==> config.mk <==
export PLATFORM = sky130hd
export DESIGN_NAME = pc_unit
export DESIGN_NICKNAME = d
export VERILOG_FILES = /design/src/rtl/pc_unit.sv
export SDC_FILE = /design/constraint.sdc
export NUM_CORES = 1
export LEC_CHECK = 0
export CAP_MARGIN = 20
export CELL_PAD_IN_SITES_DETAIL_PLACEMENT = 0
export CELL_PAD_IN_SITES_GLOBAL_PLACEMENT = 2
export CORE_MARGIN = 3
export CORE_UTILIZATION = 23
export DETAILED_ROUTE_END_ITERATION = 7
export PLACE_DENSITY = 0.9
export SYNTH_ARGS = -nofsm -noshare
export SYNTH_HDL_FRONTEND = slang
export SYNTH_SLANG_ARGS = --single-unit
==> constraint.sdc <==
create_clock -name clk -period 2.2 [get_ports clk]
set_input_delay 0.33 -clock clk [delete_from_list [all_inputs] [get_ports clk]]
set_output_delay 0.33 -clock clk [all_outputs]
set_load 0.03 [all_outputs]
==> src/rtl/pc_unit.sv <==
// Fetch-stage program counter with hold-after-reset, fetch handshake, trap/redirect priority
// and misaligned-redirect fault handling. Optional macro PC_COMPRESSED_EN enables 16-bit fetch steps.
module pc_unit #(
    parameter int unsigned      XLEN              = 32,
    parameter logic [XLEN-1:0]  RESET_VECTOR      = '0,
    parameter int unsigned      RESET_HOLD_CYCLES = 1
) (
    input  logic            clk,
    input  logic            rst,
    input  logic            stall,
    input  logic            fetch_ready,
    input  logic            redirect_valid,
    input  logic [XLEN-1:0] redirect_addr,
    input  logic            trap_valid,
    input  logic [XLEN-1:0] trap_addr,
`ifdef PC_COMPRESSED_EN
    input  logic            is_compressed,
`endif
    output logic [XLEN-1:0] pc,
    output logic [XLEN-1:0] pc_seq,
    output logic            fetch_valid,
    output logic            misalign_fault,
    output logic [XLEN-1:0] misalign_addr
);

    typedef enum logic [1:0] {
        ST_HOLD,
        ST_RUN,
        ST_FAULT
    } state_t;

    localparam logic [3:0] HOLD_LAST = 4'(RESET_HOLD_CYCLES - 1);

    state_t          r_state;
    state_t          w_state_nxt;
    logic [3:0]      r_hold_cnt;
    logic [3:0]      w_hold_cnt_nxt;
    logic [XLEN-1:0] r_pc;
    logic [XLEN-1:0] w_pc_nxt;
    logic [XLEN-1:0] r_maddr;
    logic [XLEN-1:0] w_maddr_nxt;
    logic [XLEN-1:0] w_inc;
    logic            r_fetch_valid;
    logic            r_fault;
    logic            w_fault_nxt;
    logic            w_misaligned;

`ifdef PC_COMPRESSED_EN
    assign w_inc        = is_compressed ? XLEN'(2) : XLEN'(4);
    assign w_misaligned = redirect_addr[0];
`else
    assign w_inc        = XLEN'(4);
    assign w_misaligned = (redirect_addr[1:0] != 2'b00);
`endif

    assign pc_seq = r_pc + w_inc;

    always_comb begin
        w_state_nxt    = r_state;
        w_pc_nxt       = r_pc;
        w_hold_cnt_nxt = r_hold_cnt;
        w_fault_nxt    = 1'b0;
        w_maddr_nxt    = r_maddr;
        unique case (r_state)
            ST_HOLD: begin
                w_hold_cnt_nxt = r_hold_cnt + 4'd1;
                if (trap_valid) begin
                    w_pc_nxt    = trap_addr;
                    w_state_nxt = ST_RUN;
                end else if (r_hold_cnt == HOLD_LAST) begin
                    w_state_nxt = ST_RUN;
                end
            end
            ST_RUN: begin
                // Trap and redirect abandon the in-flight fetch, so they bypass stall/fetch_ready.
                if (trap_valid) begin
                    w_pc_nxt = trap_addr;
                end else if (redirect_valid) begin
                    if (w_misaligned) begin
                        w_fault_nxt = 1'b1;
                        w_maddr_nxt = redirect_addr;
                        w_state_nxt = ST_FAULT;
                    end else begin
                        w_pc_nxt = redirect_addr;
                    end
                end else if (!stall && fetch_ready) begin
                    w_pc_nxt = pc_seq;
                end
            end
            ST_FAULT: begin
                if (trap_valid) begin
                    w_pc_nxt    = trap_addr;
                    w_state_nxt = ST_RUN;
                end
            end
            default: w_state_nxt = ST_HOLD;
        endcase
    end

    always_ff @(posedge clk) begin
        if (rst) begin
            r_state       <= ST_HOLD;
            r_hold_cnt    <= '0;
            r_pc          <= RESET_VECTOR;
            r_maddr       <= '0;
            r_fault       <= 1'b0;
            r_fetch_valid <= 1'b0;
        end else begin
            r_state       <= w_state_nxt;
            r_hold_cnt    <= w_hold_cnt_nxt;
            r_pc          <= w_pc_nxt;
            r_maddr       <= w_maddr_nxt;
            r_fault       <= w_fault_nxt;
            r_fetch_valid <= (w_state_nxt == ST_RUN);
        end
    end

    assign pc             = r_pc;
    assign fetch_valid    = r_fetch_valid;
    assign misalign_fault = r_fault;
    assign misalign_addr  = r_maddr;

endmodule

; Word-level counts from Yosys, hierarchy flattened
; Cells that the tools add are included.
; Widths: inputs -> output; s select.
[totals]
output_inout_bits = 98
in_bits = 70
ff_bits = 72
[op_classes]
addsub = 2
reduce_logical = 10
mux = 14
n_eq_ne = 6
bitwise_logic = 3
[ops]
columns = op, count
row1 = $mux 32, 5
row2 = $pmux 32 s2, 1
row3 = $add 32x3->32 const B, 1
row4 = $mux 2, 6
row5 = $ne 4x4->1 const B, 2
row6 = $reduce_and 4->1, 2
row7 = $pmux 2 s3, 1
row8 = $add 4x1->4 const B, 1
row9 = $eq 2x1->1 const B, 2
row10 = $logic_not 4->1, 1
row11 = $reduce_bool 2->1, 2
row12 = $reduce_or 4->1, 1
row13 = $not 1->1, 3
row14 = $eq 2x2->1 const B, 1
row15 = $logic_not 2->1, 1
row16 = $ne 2x1->1 const B, 1
row17 = $reduce_or 2->1, 1
row18 = $logic_and 1x1->1, 1
row19 = $logic_not 1->1, 1
row20 = $mux 1, 1

; Depth between registers and ports, before layout
; Gate-level depths: netlist of the first run.
[depth]
depth_word = 6
mapped_depth = 7

; Worst setup path before layout of the first run
; OpenSTA, ideal clock, no wires.
[synth_timing]
kind = register to output
startpoint = register r_pc[6], in the netlist pc[6]
endpoint = output port pc_seq[19]
t_arrival_ns = 2.132
stages_incl_launch_ff = 7
path_buffers = 2
path_slack_ns = -0.262
cell_sequence = dfxtp_1 -> nand4_1 -> buf_2 -> nor4_4 -> buf_4 -> nand3_1 -> xnor2_1
[synth_between]
elab_chain_len = 1
[synth_lines]
columns = item, line_no
row1 = "start, declared", 38  ; logic [XLEN-1:0] r_pc;
row2 = "start signal, assigned", 111  ; r_pc <= w_pc_nxt;
row3 = $add 32x3->32, 56  ; assign pc_seq = r_pc + w_inc;
row4 = "end, declared", 20  ; output logic [XLEN-1:0] pc_seq,
; No other way between the ends.

; Worst setup path after layout of the first run
[layout_timing]
startpoint = register r_pc[6], in the netlist pc[6]
endpoint = output port pc_seq[25]
; The elaborated chain is that of the path after synthesis.

==> results of run 1 <==
==> repair_timing <==
action | 4_1_cts | 5_1_grt
setup buffers | 20 | 10
endpoints found under the setup margin | 25 | 23
gates resized for setup | 45 | 25
pin swaps | 13 | 22
cloned | 0 | 0
endpoints found under the hold margin | 0 | 0
==> flip-flops by register name (all words and copies together) (netlist names) <==
name,cells
r_state,2
r_hold_cnt,4
pc,32
fetch_valid,1
misalign_fault,1
misalign_addr,32
==> cells by family after synthesis <==
family	Yosys count	synth area share, %
xor+xnor	31	6.45
fa+ha+maj	3	0.892
buf+inv	66	6.54
flops	72	34.3
compound gates	152	21.5
mux	5	1.19
simple gates	239	29.1
==> metrics by stage <==
| step | setup TNS (ps) | total power [µW] | util (%) | setup slack [ps] |
|---|---|---|---|---|
| after floorplan | 0 | 2300 | - | 30.0 |
| after global placement | -356 | 3010 | 37.5 | -74.5 |
| after detailed placement | -836 | 3030 | 37.5 | -104 |
| after CTS | -1390 | 4470 | 41.0 | -201 |
| after global routing | -2170 | 4640 | 41.9 | -191 |
| final | -1070 | 4450 | 41.9 | -147 |
==> final cells by class <==
| cell class | count | area [µm²] | share of cell area [%] |
|---|---|---|---|
| clock inverters | 7 | 55.1 | 0.746 |
| inverters | 11 | 41.3 | 0.560 |
| well taps | 225 | 282 | 3.82 |
| multi-input cells | 430 | 2860 | 38.7 |
| repair buffers | 245 | 2430 | 33.0 |
| flip-flops and latches | 72 | 1480 | 20.1 |
| clock buffers | 9 | 225 | 3.05 |
==> synth_stat cells (5+ instances only) <==
library cell | number | area share, %
sky130_fd_sc_hd__mux2i_1 | 5 | 1.2
sky130_fd_sc_hd__a21oi_1 | 71 | 8.4
sky130_fd_sc_hd__and4_1 | 5 | 1.0
sky130_fd_sc_hd__o211ai_1 | 12 | 2.1
sky130_fd_sc_hd__clkbuf_1 | 38 | 3.4
sky130_fd_sc_hd__nand2_1 | 108 | 9.6
sky130_fd_sc_hd__nand2b_1 | 5 | 0.74
sky130_fd_sc_hd__nand4_1 | 15 | 2.2
sky130_fd_sc_hd__dfxtp_1 | 72 | 34
sky130_fd_sc_hd__a31oi_1 | 11 | 1.6
sky130_fd_sc_hd__and3_1 | 8 | 1.2
sky130_fd_sc_hd__xor2_1 | 12 | 2.5
sky130_fd_sc_hd__nand3b_1 | 5 | 0.89
sky130_fd_sc_hd__a211oi_1 | 5 | 0.89
sky130_fd_sc_hd__nor3_1 | 5 | 0.59
sky130_fd_sc_hd__inv_1 | 11 | 0.98
sky130_fd_sc_hd__o21ai_0 | 30 | 3.6
sky130_fd_sc_hd__xnor2_1 | 19 | 4.0
sky130_fd_sc_hd__buf_2 | 10 | 1.2
sky130_fd_sc_hd__nor4_1 | 6 | 0.89
sky130_fd_sc_hd__nor2b_1 | 6 | 0.89
sky130_fd_sc_hd__nand3_1 | 25 | 3.0
sky130_fd_sc_hd__nor2_1 | 25 | 2.2
==> metal layers <==
metal | vias up | GRT usage [%]
li1 | 2408 | -
met1 | 2317 | 22.8
met2 | 217 | 27.5
met3 | 26 | 3.37
met4 | 0 | 6.83
met5 | - | 0
==> tightest hold or removal path, delay by kind of cell (launching register included) <==
| family | cells | cell delay [ps] |
|---|---|---|
| AO/OA/AOI/OAI | 1 | 50 |
| flip-flops | 1 | 310 |
| AND/OR/NAND/NOR | 1 | 50 |
==> how the worst min path moves through the flow <==
stage	start	end	slack (ps)	cells after the start
2_1_floorplan	trap_valid	r_state[1]	410	1
3_3_place_gp	misalign_addr[22]	misalign_addr[22]	440	2
3_5_place_dp	misalign_addr[9]	misalign_addr[9]	450	2
4_1_cts	misalign_addr[9]	misalign_addr[9]	460	2
5_1_grt	misalign_addr[7]	misalign_addr[7]	480	2
6_report	misalign_addr[22]	misalign_addr[22]	460	2
==> report_power, final <==
group / internal (µW) / leakage, µW / total, µW / switching [µW]
registers: 1410 / 0.000598 / 1540 / 127
clock network: 773 / 0.000132 / 1390 / 622
logic: 702 / 0.00209 / 1520 / 817
total: 2880 / 0.00282 / 4450 / 1570
==> impl_metrics.yaml, run 1 <==
worst_setup_path:
  worstSetupEndpointType: "output port"
  path_depth: 7
  critical_path.startpoint_type: "flip-flop"
  r2r_start: "pc[6]"
  crit_chain: "nand4_1 > buf_6 > nor4_1 > buf_4 > nand4_1 > xnor2_2 > buf_12"
  worstSetupEndpoint: "pc_seq[25]"
  reg2reg_slack_ps: 220
  timing.setup.critical_path_class: "reg -> out"
  critical_path_s_slowest_cell: "sky130_fd_sc_hd__dfxtp_2"
  cp_data_required_time_ps: 1870
  worst-r2r-cell-count: 10
  worst_ep_arrival_time_ps: 2020
  worstPathMaxFanout: 7
  worstSetupStartpoint: "pc[6]"
  cp_top_family: "simple AND/OR/NAND/NOR gates"
  regToRegEndpoint: "pc[16]"
  max_stage_delay_ps: 330
  timing.critical_path.mode_cell: "sky130_fd_sc_hd__nand4_1"
  cp.buffers_inverters: 3
synth:
  number_of_synthesized_flops_with_an_enable_pin: 0
  async_flop_share_pct: 0
  synthesis.area_per_instance_um2: 7.41
  post_synth_net_total: 641
  synthesis.instances: 568
  netlist_area_um2: 4210
  synth-main-ff-cell: "sky130_fd_sc_hd__dfxtp_1"
  ys_types: 55
  yosysWarningCount: 0
  yosysSeqAreaShare_pct: 34.3
  synth-seq-cells: 72
sta:
  unrepaired_setup_endpoints_after_global_routing: "yes"
  fmax_mhz: 426
  timing.slew.headroom_pct: 55.4
  fin_skew_ps: 10.2
  timing.final.hold_violations: 0
  holdWs_ps: 459
  setup_violations: 15
  finalCriticalPeriod_ps: 2350
  worst-slew-pin-transition_ps: 668
  timing.final.max_slew_violations: 0
  final_min_period_over_clock_period_pct: 107
  finalWorstSetupSlack_ps: -147
routing:
  wl_per_cell_um: 17.9
  met3RoutedLength_um: 1290
  met2_wirelength_um: 8500
  dr_total_vias: 4968
  top_signal_layer_used: "met4"
  post-route-drc-count: 0
  vias_per_std_cell: 4.97
  ant_nets: 0
  routedLengthMet1_um: 7660
  wirelength_um: 17800
  detail_route.iter0.violations: 408
  number_of_detailed_route_iterations_in_the_first_pass: 5
power_and_ir_drop:
  total_leakage_power_uw: 0.00282
  power_per_cell_area_nw_per_um2: 603
  vdd.ir_drop.worst_mv: 0.351
cells_and_area:
  antenna_cells_inserted: 0
  layout.cells.most_common: "sky130_fd_sc_hd__clkdlybuf4s50_1"
  layout-drive-gt1-share_pct: 24.2
  area.growth.synth_to_final_pct: 75.3
  most-common-layout-cells: "sky130_fd_sc_hd__clkdlybuf4s50_1 (137), sky130_fd_sc_hd__nand2_1 (106), sky130_fd_sc_hd__buf_4 (72)"
  finish.instance_area_um2: 7380
  nFillCells: 1748
  fin_nets: 842
  post_layout_nonfiller_instances: 999
cts:
  tritoncts: "built"
  tritoncts.num_buffers: 9
  clkSinkCount: 72
  post_cts_hold_buffer_count: 0
  clock_path_buffers: 2
  clock_insertion_delay_worst_skew_ps: 350
  clkTransAtPathRegs_ps: 60
  cts-htree-levels: 3
  cts_root_buffer: "sky130_fd_sc_hd__clkbuf_16"
placement:
  placedInstanceArea_um2: 6600
  placement.io_buffers: 167
  dp_cells: 953
  hpwlAfterDp_um: 13300
  place_congestion: 0.900
flow_run:
  maxCapViolations: 0
global_route:
  grt_util_all_layers_pct: 17.2
  grt.overflow.total: 0
  grt_pass1_wl_um: 27000
  grt_pass1_vias: 4822
  grt_max_degree: 46
  antenna_found_initial: 0
die:
  design.die.area_um2: 20000
  fp.dieW_um: 141
  io-pin-count: 168
  fp-row-count: 48
  fp.coreArea_um2: 17600
  die-height_um: 141
  initial_core_util_pct: 23.9
status:
  failing_checks: "setup timing"
  run_status: "complete, but fails checks"
min_path:
  holdCritPathClass: "reg -> reg"
Power figures use the tool's default switching activity.
==> run 2, diff against run 1 <==
--- a/config.mk
+++ b/config.mk
@@ -8,10 +8,11 @@
 export CAP_MARGIN = 20
 export CELL_PAD_IN_SITES_DETAIL_PLACEMENT = 0
 export CELL_PAD_IN_SITES_GLOBAL_PLACEMENT = 2
-export CORE_MARGIN = 3
+export CORE_MARGIN = 8
 export CORE_UTILIZATION = 23
 export DETAILED_ROUTE_END_ITERATION = 7
 export PLACE_DENSITY = 0.9
+export SLEW_MARGIN = 25
 export SYNTH_ARGS = -nofsm -noshare
 export SYNTH_HDL_FRONTEND = slang
 export SYNTH_SLANG_ARGS = --single-unit
==> impl_metrics.yaml, run 2 (synthesis results as in run 1) <==
status:
  run_status: "complete, but fails checks"
  failing_checks: "setup timing"
worst_setup_path:
  worstSetupEndpoint: "pc_seq[27]"
  worstPathMaxFanout: 10
  r2r_start: "pc[11]"
  cp_data_required_time_ps: 1870
  worst-r2r-cell-count: 9
  worst_ep_arrival_time_ps: 1990
  critical_path.startpoint_type: "flip-flop"
  worstSetupStartpoint: "pc[9]"
  regToRegEndpoint: "pc[19]"
  reg2reg_slack_ps: 160
  worstSetupEndpointType: "output port"
  timing.setup.critical_path_class: "reg -> out"
sta:
  fin_skew_ps: 5.68
  setup_violations: 9
  worst-slew-pin-transition_ps: 397
  finalCriticalPeriod_ps: 2320
  fin_setup_tns_ps: -591
  final_min_period_over_clock_period_pct: 105
  timing.final.hold_violations: 0
  finalWorstSetupSlack_ps: -116
  fmax_mhz: 432
  unrepaired_setup_endpoints_after_global_routing: "yes"
  timing.slew.headroom_pct: 73.4
  timing.final.max_slew_violations: 0
  holdWs_ps: 395
cells_and_area:
  area.growth.synth_to_final_pct: 79.0
  most-common-layout-cells: "sky130_fd_sc_hd__clkdlybuf4s50_1 (137), sky130_fd_sc_hd__nand2_1 (108), sky130_fd_sc_hd__buf_4 (96)"
  fin_nets: 866
  layout.cells.most_common: "sky130_fd_sc_hd__clkdlybuf4s50_1"
  layout-drive-gt1-share_pct: 26.0
die:
  initial_core_util_pct: 23.4
  fp-row-count: 49
  fp.coreArea_um2: 18000
  design.die.area_um2: 22900
  die-height_um: 151
  io-pin-count: 168
  fp.dieW_um: 151
cts:
  clkSinkCount: 72
  cts-htree-levels: 3
  tritoncts.num_buffers: 9
  tritoncts: "built"
  cts_root_buffer: "sky130_fd_sc_hd__clkbuf_16"
  clkTransAtPathRegs_ps: 60
  clock_insertion_delay_worst_skew_ps: 340
  clock_path_buffers: 2
global_route:
  antenna_found_initial: 1
  grt_util_all_layers_pct: 15.8
  grt_max_degree: 34
  grt_pass1_wl_um: 27700
  grt.overflow.total: 0
  grt_pass1_vias: 4764
routing:
  wl_per_cell_um: 18.2
  ant_nets: 0
  vias_per_std_cell: 4.80
  number_of_detailed_route_iterations_in_the_first_pass: 4
  post-route-drc-count: 0
  wirelength_um: 18700
  dr_total_vias: 4921
  detail_route.iter0.violations: 400
placement:
  hpwlAfterDp_um: 14200
  placement.io_buffers: 167
  place_congestion: 0.834
power_and_ir_drop:
  total_power_uw: 4400
  total_leakage_power_uw: 0.00291
  power_per_cell_area_nw_per_um2: 585
  vdd.ir_drop.worst_mv: 0.282
min_path:
  hold_path_startpoint: "rst"
  holdCritPathClass: "in -> reg"
flow_run:
  maxCapViolations: 0
==> run 2: power breakdown <==
group | switching, µW | internal, µW | total (µW)
Clock | 537 | 740 | 1280
Combinational | 850 | 750 | 1600
Sequential | 114 | 1410 | 1530
==> run 2: repair_timing <==
item | CTS | global route
hold buffers | 0 | 0
gates resized for setup | 50 | 19
pin swaps | 15 | 16
buffers inserted | 22 | 14
endpoints found under the setup margin | 25 | 25
==> run 2: worst min path at each step <==
| stage | end | depth (start not counted) |
|---|---|---|
| 2_1_floorplan | r_state[1] | 1 |
| 5_1_grt | pc[22] | 2 |
| 3_5_place_dp | misalign_addr[26] | 2 |
| 4_1_cts | pc[23] | 2 |
| 3_3_place_gp | misalign_addr[25] | 2 |
| 6_report | pc[22] | 2 |
==> run 2: layer usage <==
| layer | part of all wire (%) | global-route usage, % |
|---|---|---|
| met1 | 45 | 20.3 |
| met2 | 48 | 25.4 |
| met3 | 5.3 | 3.67 |
| met4 | 1.9 | 5.24 |
| met5 | 0 | 0 |
==> run 2: final cells by class <==
type	instances	area, µm²
Fill cell	1805	10400
Multi-Input combinational cell	430	2840
Timing Repair Buffer	269	2640
Sequential cell	72	1490
Tap cell	229	287
Clock buffer	11	233
Inverter	11	41.3
Clock inverter	2	10.0
Antenna cell	1	2.50
==> run 2: worst max-delay path, stage by stage (launching register included) <==
cell and delay, ps:
sky130_fd_sc_hd__dfxtp_2 330, sky130_fd_sc_hd__nand4_1 110, sky130_fd_sc_hd__buf_6 160, sky130_fd_sc_hd__or4_4 570
sky130_fd_sc_hd__nor2_4 120, sky130_fd_sc_hd__xor2_2 200, sky130_fd_sc_hd__buf_12 150
==> run 2: stage by stage <==
stage	utilization, %	setup slack, ps	instance area (µm²)	instances
floorplan	-	30.0	4390	568
global placement	37.6	-82.3	6750	975
detailed placement	37.6	-97.8	6750	975
CTS	40.9	-141	7350	1010
global route	41.9	-167	7530	1025
finish	41.9	-116	7530	1025
